$ cat config.mk
export PLATFORM = sky130hd
export DESIGN_NAME = ram_access_ctrl
export DESIGN_NICKNAME = d
export VERILOG_FILES = /design/src/rtl/ram_access_ctrl_pkg.sv /design/src/rtl/rsp_fifo.sv /design/src/rtl/ram_access_ctrl.sv
export SDC_FILE = /design/constraint.sdc
export NUM_CORES = 1
export LEC_CHECK = 0
export ABC_AREA = 1
export CORE_ASPECT_RATIO = 1.75
export CORE_MARGIN = 1.5
export CORE_UTILIZATION = 40
export CTS_CLUSTER_SIZE = 16
export DETAILED_ROUTE_END_ITERATION = 10
export GPL_ROUTABILITY_DRIVEN = 0
export PLACE_DENSITY = 0.84
export SKIP_LAST_GASP = 1
export SYNTH_ARGS = -nofsm -noshare
export SYNTH_HDL_FRONTEND = slang
export SYNTH_SLANG_ARGS = --single-unit
$ cat constraint.sdc
create_clock -name clk -period 3.4 [get_ports clk]
set_clock_uncertainty 0.05 [all_clocks]
set_input_delay 0.68 -clock clk [delete_from_list [all_inputs] [get_ports clk]]
set_output_delay 0.68 -clock clk [all_outputs]
set_load 0.02 [all_outputs]
$ cat src/rtl/ram_access_ctrl_pkg.sv
// Shared constants and FSM encoding for the RAM access controller.
package ram_access_ctrl_pkg;

  localparam int unsigned A_W             = 11;
  localparam int unsigned RspDepthDefault = 2;

  typedef enum logic {
    StRun   = 1'b0,
    StFlush = 1'b1
  } rac_state_e;

endpackage

$ cat src/rtl/rsp_fifo.sv
// Small synchronous in-order FIFO holding read responses; clear empties it in one cycle.
module rsp_fifo #(
  parameter int unsigned Depth = 2,
  parameter int unsigned Width = 32
) (
  input  logic                       clk,
  input  logic                       rst,
  input  logic                       push,
  input  logic                       pop,
  input  logic                       clear,
  input  logic [Width-1:0]           wdata,
  output logic [$clog2(Depth+1)-1:0] count,
  output logic                       full,
  output logic                       empty,
  output logic [Width-1:0]           head
);

  localparam int unsigned PtrW = $clog2(Depth);
  localparam int unsigned CntW = $clog2(Depth + 1);

  logic [Width-1:0] mem_q [Depth];
  logic [PtrW-1:0]  wr_ptr_q, rd_ptr_q;
  logic [CntW-1:0]  count_q;
  logic             do_push, do_pop;

  assign full    = (count_q == CntW'(Depth));
  assign empty   = (count_q == '0);
  assign do_push = push & ~full;
  assign do_pop  = pop & ~empty;

  always_ff @(posedge clk) begin
    if (rst || clear) begin
      wr_ptr_q <= '0;
      rd_ptr_q <= '0;
      count_q  <= '0;
    end else begin
      if (do_push) wr_ptr_q <= wr_ptr_q + 1'b1;
      if (do_pop)  rd_ptr_q <= rd_ptr_q + 1'b1;
      case ({do_push, do_pop})
        2'b10:   count_q <= count_q + 1'b1;
        2'b01:   count_q <= count_q - 1'b1;
        default: count_q <= count_q;
      endcase
    end
  end

  // Storage needs no reset; the pointers and count define what is valid.
  always_ff @(posedge clk) begin
    if (do_push) mem_q[wr_ptr_q] <= wdata;
  end

  assign count = count_q;
  assign head  = mem_q[rd_ptr_q];

endmodule

$ cat src/rtl/ram_access_ctrl.sv
// Request/response front end for one single-port RAM: FSM, inflight tracking, credit, response FIFO.
module ram_access_ctrl
  import ram_access_ctrl_pkg::*;
#(
  parameter int unsigned ADDR_W    = A_W - 1,
  parameter int unsigned DATA_W    = 32,
  parameter int unsigned RSP_DEPTH = RspDepthDefault
) (
  input  logic              clk,
  input  logic              rst,
  input  logic              flush,
  input  logic              req_valid,
  output logic              req_ready,
  input  logic              req_we,
  input  logic [ADDR_W-1:0] req_addr,
  input  logic [DATA_W-1:0] req_wdata,
  output logic              rsp_valid,
  input  logic              rsp_ready,
  output logic [DATA_W-1:0] rsp_rdata,
  output logic              ram_ena,
  output logic              ram_wea,
  output logic [ADDR_W-1:0] ram_addr,
  output logic [DATA_W-1:0] ram_din,
  output logic              ram_flush,
  input  logic [DATA_W-1:0] ram_dout,
  input  logic              ram_read_valid
);

  localparam int unsigned CntW = $clog2(RSP_DEPTH + 1);

  rac_state_e        state_q, state_d;
  logic              inflight_q, inflight_d;
  logic [CntW-1:0]   fifo_count;
  logic              fifo_full, fifo_empty;
  logic [DATA_W-1:0] fifo_head;
  logic [CntW:0]     occupancy;
  logic              in_run, credit, accept, rd_accept;
  logic              fifo_push, fifo_pop, fifo_clear;

  // Pops in the same cycle are not credited; keeps the credit path off rsp_ready.
  assign occupancy = {1'b0, fifo_count} + {{CntW{1'b0}}, inflight_q};
  assign credit    = occupancy < (CntW + 1)'(RSP_DEPTH);
  assign in_run    = (state_q == StRun);
  assign req_ready = ~rst & in_run & ~flush & (req_we | credit);
  assign accept    = req_valid & req_ready;
  assign rd_accept = accept & ~req_we;

  always_comb begin
    state_d = state_q;
    unique case (state_q)
      StRun:   if (flush) state_d = StFlush;
      StFlush: state_d = flush ? StFlush : StRun;
      default: state_d = StRun;
    endcase
  end

  always_comb begin
    inflight_d = inflight_q;
    if (!in_run)             inflight_d = 1'b0;
    else if (rd_accept)      inflight_d = 1'b1;
    else if (ram_read_valid) inflight_d = 1'b0;
  end

  always_ff @(posedge clk) begin
    if (rst) begin
      state_q    <= StRun;
      inflight_q <= 1'b0;
    end else begin
      state_q    <= state_d;
      inflight_q <= inflight_d;
    end
  end

  // Returning data in the flush cycle is dropped along with the FIFO contents.
  assign fifo_push  = in_run & ram_read_valid;
  assign fifo_clear = ~in_run;
  assign fifo_pop   = rsp_valid & rsp_ready;

  rsp_fifo #(
    .Depth(RSP_DEPTH),
    .Width(DATA_W)
  ) u_rsp_fifo (
    .clk  (clk),
    .rst  (rst),
    .push (fifo_push),
    .pop  (fifo_pop),
    .clear(fifo_clear),
    .wdata(ram_dout),
    .count(fifo_count),
    .full (fifo_full),
    .empty(fifo_empty),
    .head (fifo_head)
  );

  assign rsp_valid = ~rst & ~fifo_empty;
  assign rsp_rdata = rsp_valid ? fifo_head : '0;

  assign ram_ena   = accept;
  assign ram_wea   = accept & req_we;
  assign ram_addr  = accept ? req_addr : '0;
  assign ram_din   = accept ? req_wdata : '0;
  assign ram_flush = ~rst & ~in_run;

endmodule

Yosys cells after proc, flatten, opt, wreduce, memory -nomap -nowiden

Memory sizes are Yosys's and may differ from the RTL's. A register that Yosys moved wholly into a read port is not among the register bits.
Cells that the tools add are included.

Flip-flop bits (word level): 6
RAM bits: 64
Input bits: 81
Output and inout bits: 79
Logic and storage cells: 50
Memories kept: 1

$add $sub $neg: 5
Magnitude comparators: 1
Eq/ne operators: 3
Mux-type cells: 11
Bitwise operators: 19
Reduce and logical (&&, ||, !) cells: 5

Memories:

| memory           | words | bits a word | read ports | clocked after memory_dff | wr ports | RTL line       | RTL |
|---|---|---|---|---|---|---|---|
| u_rsp_fifo.mem_q | 2     | 32          | 1          | 1                        | 1        | rsp_fifo.sv:21 | `logic [Width-1:0] mem_q [Depth];` |

Operators by type and width:

| operator                                            | count |
|---|---|
| 2-to-1 mux 32 bit                                   | 2 |
| AND 1 bit                                           | 12 |
| 2-to-1 mux 10 bit                                   | 1 |
| 2-to-1 mux 1 bit                                    | 7 |
| NOT 1 bit                                           | 6 |
| == test 2 bit (second input constant)               | 2 |
| one-hot mux 2 bit (2 select lines)                  | 1 |
| nonzero test 2 bit                                  | 2 |
| adder 2 x 1 -> 3 bit                                | 1 |
| < comparator 3 x 2 -> 1 bit (second input constant) | 1 |
| adder 1 bit (second input constant)                 | 2 |
| adder 2 x 1 -> 2 bit (second input constant)        | 1 |
| == test 2 x 1 -> 1 bit (second input constant)      | 1 |
| logical NOT 2 bit                                   | 1 |
| OR reduction 2 bit                                  | 1 |
| subtractor 2 x 1 -> 2 bit (second input constant)   | 1 |
| logical OR 1 bit                                    | 1 |
| bitwise OR 1 bit                                    | 1 |

Logic depth before layout (Yosys ltp)

Depth in word-level cells: 7
Gate-level depth with buffers: 10
Depth with buffers taken out: 10

Hierarchy

From an unflattened synthesis, not the netlist that was laid out.

Cell total of the unflattened synthesis: 319
Area, all modules: 3,842.4 um2

By module, submodules not included:

| module          | instances | cells each | area each (um2) | sequential area each (um2) |
|---|---|---|---|---|
| rsp_fifo        | 1         | 140        | 2,730.1         | 2,021.9 |
| ram_access_ctrl | 1         | 179        | 1,112.3         | 40.0 |

Least setup slack after synthesis

OpenSTA, ideal clock, no wires.

Path kind: input port to flip-flop
Start: input ram_read_valid
End: memory u_rsp_fifo.mem_q[0][0], enable pin
Library setup time: 0.421 ns
Data arrival time: 2.195 ns
Data required time: 2.929 ns
Slack: 0.734 ns
Cell stages on the path: 2
Path buffers: 0
Cells stage by stage: nand3_1 -> nor2_1

Word-level cells in the longest chain between the ends: 4

Ends and longest elaborated chain:

| element                                | RTL line              | RTL |
|---|---|---|
| start: declaration                     | ram_access_ctrl.sv:26 | `input logic ram_read_valid` |
| AND 1 bit                              | ram_access_ctrl.sv:75 | `assign fifo_push = in_run & ram_read_valid;` |
| AND 1 bit                              | rsp_fifo.sv:28        | `assign do_push = push & ~full;` |
| 2-to-1 mux 1 bit                       | rsp_fifo.sv:49        | `if (do_push) mem_q[wr_ptr_q] <= wdata;` |
| 2-to-1 mux 1 bit (implied by the code) | rsp_fifo.sv:49        |  |
| end: declaration                       | rsp_fifo.sv:21        |  |

Every way passes these cells.

Worst setup path in the final report

Start: input rst
End: output ram_wea

Word-level cells in the longest chain between the ends: 6

Ends and longest elaborated chain:

| element                 | RTL line              | RTL |
|---|---|---|
| start: declaration      | ram_access_ctrl.sv:10 | `input logic rst,` |
| NOT 1 bit               | ram_access_ctrl.sv:44 | `assign req_ready = ~rst & in_run & ~flush & (req_we \| credit);` |
| AND 1 bit (3 in series) | ram_access_ctrl.sv:44 |  |
| AND 1 bit               | ram_access_ctrl.sv:45 | `assign accept = req_valid & req_ready;` |
| AND 1 bit               | ram_access_ctrl.sv:99 | `assign ram_wea = accept & req_we;` |
| end: declaration        | ram_access_ctrl.sv:21 | `output logic ram_wea,` |

Every way passes these cells.

==> results_dict.tcl <==
set metrics [dict create \
    outcome "finished with violations" \
    violations "DRC" \
    place_ws_ns -0.0381 \
    via_per_inst 4.60 \
    syn-cell-area_um2 3310 \
    drt_iter0_drc 105 \
    rsz0062_at_grt "no" \
    maxClockFrequency_mhz 310 \
    path_delay_family "buffers and inverters" \
    die_area_um2 8840 \
    r2r_end "u_rsp_fifo.mem_q[0][26]" \
    drt-pass1-iter-count 7 \
    synth.top_cell.area_share_pct 58.1 \
    clock_latency_ns 0.32 \
    min_period_ns 3.22 \
    syn_to_final_growth_pct 63.2 \
    synth-edff-count 64 \
    yosysSeqAreaShare_pct 62.4 \
    slew_headroom_pct 74.6 \
    grt_remaining_overflow 0 \
    die_x_um 71.7 \
    hold_violations 0 \
    reg2reg_depth 5 \
    arrival_ns 2.49 \
    cellPowerDensity_nw_per_um2 412 \
    finalMaxSlewViolations 0 \
    max-vdd-ir-drop_mv 0.278 \
    initial_core_util_pct 41.5 \
    hold_class "flop to flop" \
    grt_pass1_vias 2759 \
    grt_first_pass_wirelength_um 12600 \
    wl_per_cell_um 14.2 \
    cts.sinks 71 \
    routed_wl_um 8080 \
    reg2reg_slack_ns 1.49 \
    criticalPathCategory "input pin to output port" \
    drc 4 \
    h-tree-depth 3 \
    grt_start_max_net_pins 45 \
    cts_root_buf "clkbuf_16" \
    synth.net_count 393 \
    crit_path_cell_trace "clkdlybuf4s50_1 > inv_1 > nand2_2 > nor2_1 > nand2_1 > inv_2 > nand2_8 > nor2_2 > clkdlybuf4s50_1" \
    cts_max_path_buffers 2 \
    setup_ws_ns 0.175 \
    synth-seq-cells 71 \
    final.period_utilization_pct 94.8 \
    port_buffers 159 \
    synth_common_cells "84 x inv_1, 64 x edfxtp_1, 46 x nor2_1" \
    cts_tree "done" \
    antenna_found_initial 0 \
    setup.worst_path.end_class "output port" \
    synthCells 311 \
    dp_hpwl_um 6150 \
    setup_viol 0 \
    cp-startpoint "rst" \
    clk_pin_slew_worst_paths_ns 0.05 \
    cp-endpoint "ram_wea" \
    yosysWarnings 0 \
    holdCritStartpoint "inflight_q" \
    critical_path.most_common_cell "clkdlybuf4s50_1" \
    core_area_um2 7960 \
    drive_gt1_share_pct 11.9 \
    yosysTopAreaCell "edfxtp_1" \
    rows 43 \
    vias 2621 \
    tightest_slew_ns 0.381 \
    cp.buffers_inverters 4 \
    final_nets 557 \
    cp_max_fo 44 \
    grt_use_total_pct 19.3 \
    synth_area_leaders "edfxtp_1 58%, inv_1 9.5%, mux2_2 8.2%" \
    synth.avg_cell_area_um2 10.6 \
    cap_violations 0 \
    diodes 0 \
    r2r-start "u_rsp_fifo.count[0]" \
    numCtsBuffers 9 \
    worstPathRequired_ns 2.67 \
    ant_nets 0 \
    die_y_um 123 \
    ios 160 \
    synth_flop_cell "edfxtp_1" \
    cp_num_cells 9 \
    slowest_delay_ns 0.60 \
    synth.most_common_cell "inv_1" \
    start_kind "input pin" \
    cp_slowest_cell "clkdlybuf4s50_1" \
    netlist-cell-type-count 21 \
    cts_setup_buffers 0 \
    fin_util_pct 67.8 \
    async_flop_share_pct 0 \
    static-leakage-power_nw 3.04 \
]
## where the power goes
group	total (mW)	internal (mW)	switching [mW]	leakage, nW
clock network	0.873	0.561	0.313	0.141
logic	0.336	0.179	0.157	2.25
registers	1.01	1.00	0.0128	0.651
total	2.22	1.74	0.483	3.04
## per-stage QoR
stage          total power [mW]  cell area [um^2]  hold slack [ns]  TNS, ns  instances
2_1_floorplan              1.18              3310            0.405        0        311
3_3_place_gp               1.36              5000            0.413        0        554
3_5_place_dp               1.37              5000            0.420  -0.0381        554
4_1_cts                    2.25              5290            0.428        0        570
5_1_grt                    2.31              5400            0.472        0        570
6_report                   2.22              5400            0.428        0        570
## what timing repair did
item	4_1_cts	5_1_grt
gates resized for setup	1	42
setup endpoints to repair	1	42
hold buffers	0	0
endpoints found under the hold margin	0	0
pin swaps	0	0
## metal layers
layer / vias to the layer above / global-route usage [%] / wire [um]
met2: 130 / 36.3 / 4520
met1: 1194 / 19.1 / 2710
met4: 0 / 8.49 / 121
met5: - / 0 / 0
li1: 1287 / - / -
met3: 10 / 5.54 / 732
## final cells by class
type / count / area, um^2
fillers: 606 / 2560
flip-flops and latches: 71 / 2060
repair buffers: 164 / 1760
multi-input cells: 143 / 860
inverters: 86 / 323
clock buffers: 11 / 233
well taps: 90 / 113
clock inverters: 5 / 48.8
## placed cells by master, fill, tap and decap left out, types with 3 or more instances in the layout
cell             instances
a21oi_1                  6
buf_4                    3
clkbuf_16                9
clkdlybuf4s50_1        117
clkinv_2                 3
dfxtp_1                  7
dlymetal6s2s_1          42
edfxtp_1                64
inv_1                   84
mux2_1                   8
mux2_2                  24
nand2_1                 42
nor2_1                  44
nor2_2                   9
## worst reg2reg max path: cells and delay by family (launching register included)
family	cells	cell delay, ns
buffers and inverters	2	0.50
flip-flops	1	0.41
AND/OR/NAND/NOR	3	0.61
## how the worst min path moves through the flow
| stage | cells past startpoint | end | slack (ns) |
|---|---|---|---|
| 3_3_place_gp | 2 | inflight_q | 0.41 |
| 4_1_cts | 2 | inflight_q | 0.43 |
| 5_1_grt | 2 | inflight_q | 0.47 |
| 6_report | 2 | inflight_q | 0.43 |
| 2_1_floorplan | 2 | inflight_q | 0.41 |
| 3_5_place_dp | 2 | inflight_q | 0.42 |
## sequential cells by signal, summed over array words and instances (netlist names), named ones only
| register | cells |
|---|---|
| u_rsp_fifo.mem_q | 64 |
| u_rsp_fifo.wr_ptr_q | 1 |
| u_rsp_fifo.rd_ptr_q | 1 |
| fifo_clear | 1 |
| inflight_q | 1 |
| u_rsp_fifo.count | 2 |
## kinds of logic (layout without fill, tap and decap cells)
group | after synthesis | in the layout | share of synthesized area, %
simple gates | 102 | 102 | 12.8
buf+inv | 97 | 266 | 12.4
fa+ha+maj | 1 | 1 | 0.378
mux | 32 | 32 | 10.9
flops | 71 | 71 | 62.4
compound gates | 8 | 8 | 1.21
No activity file was read; power rests on OpenSTA's default activity.
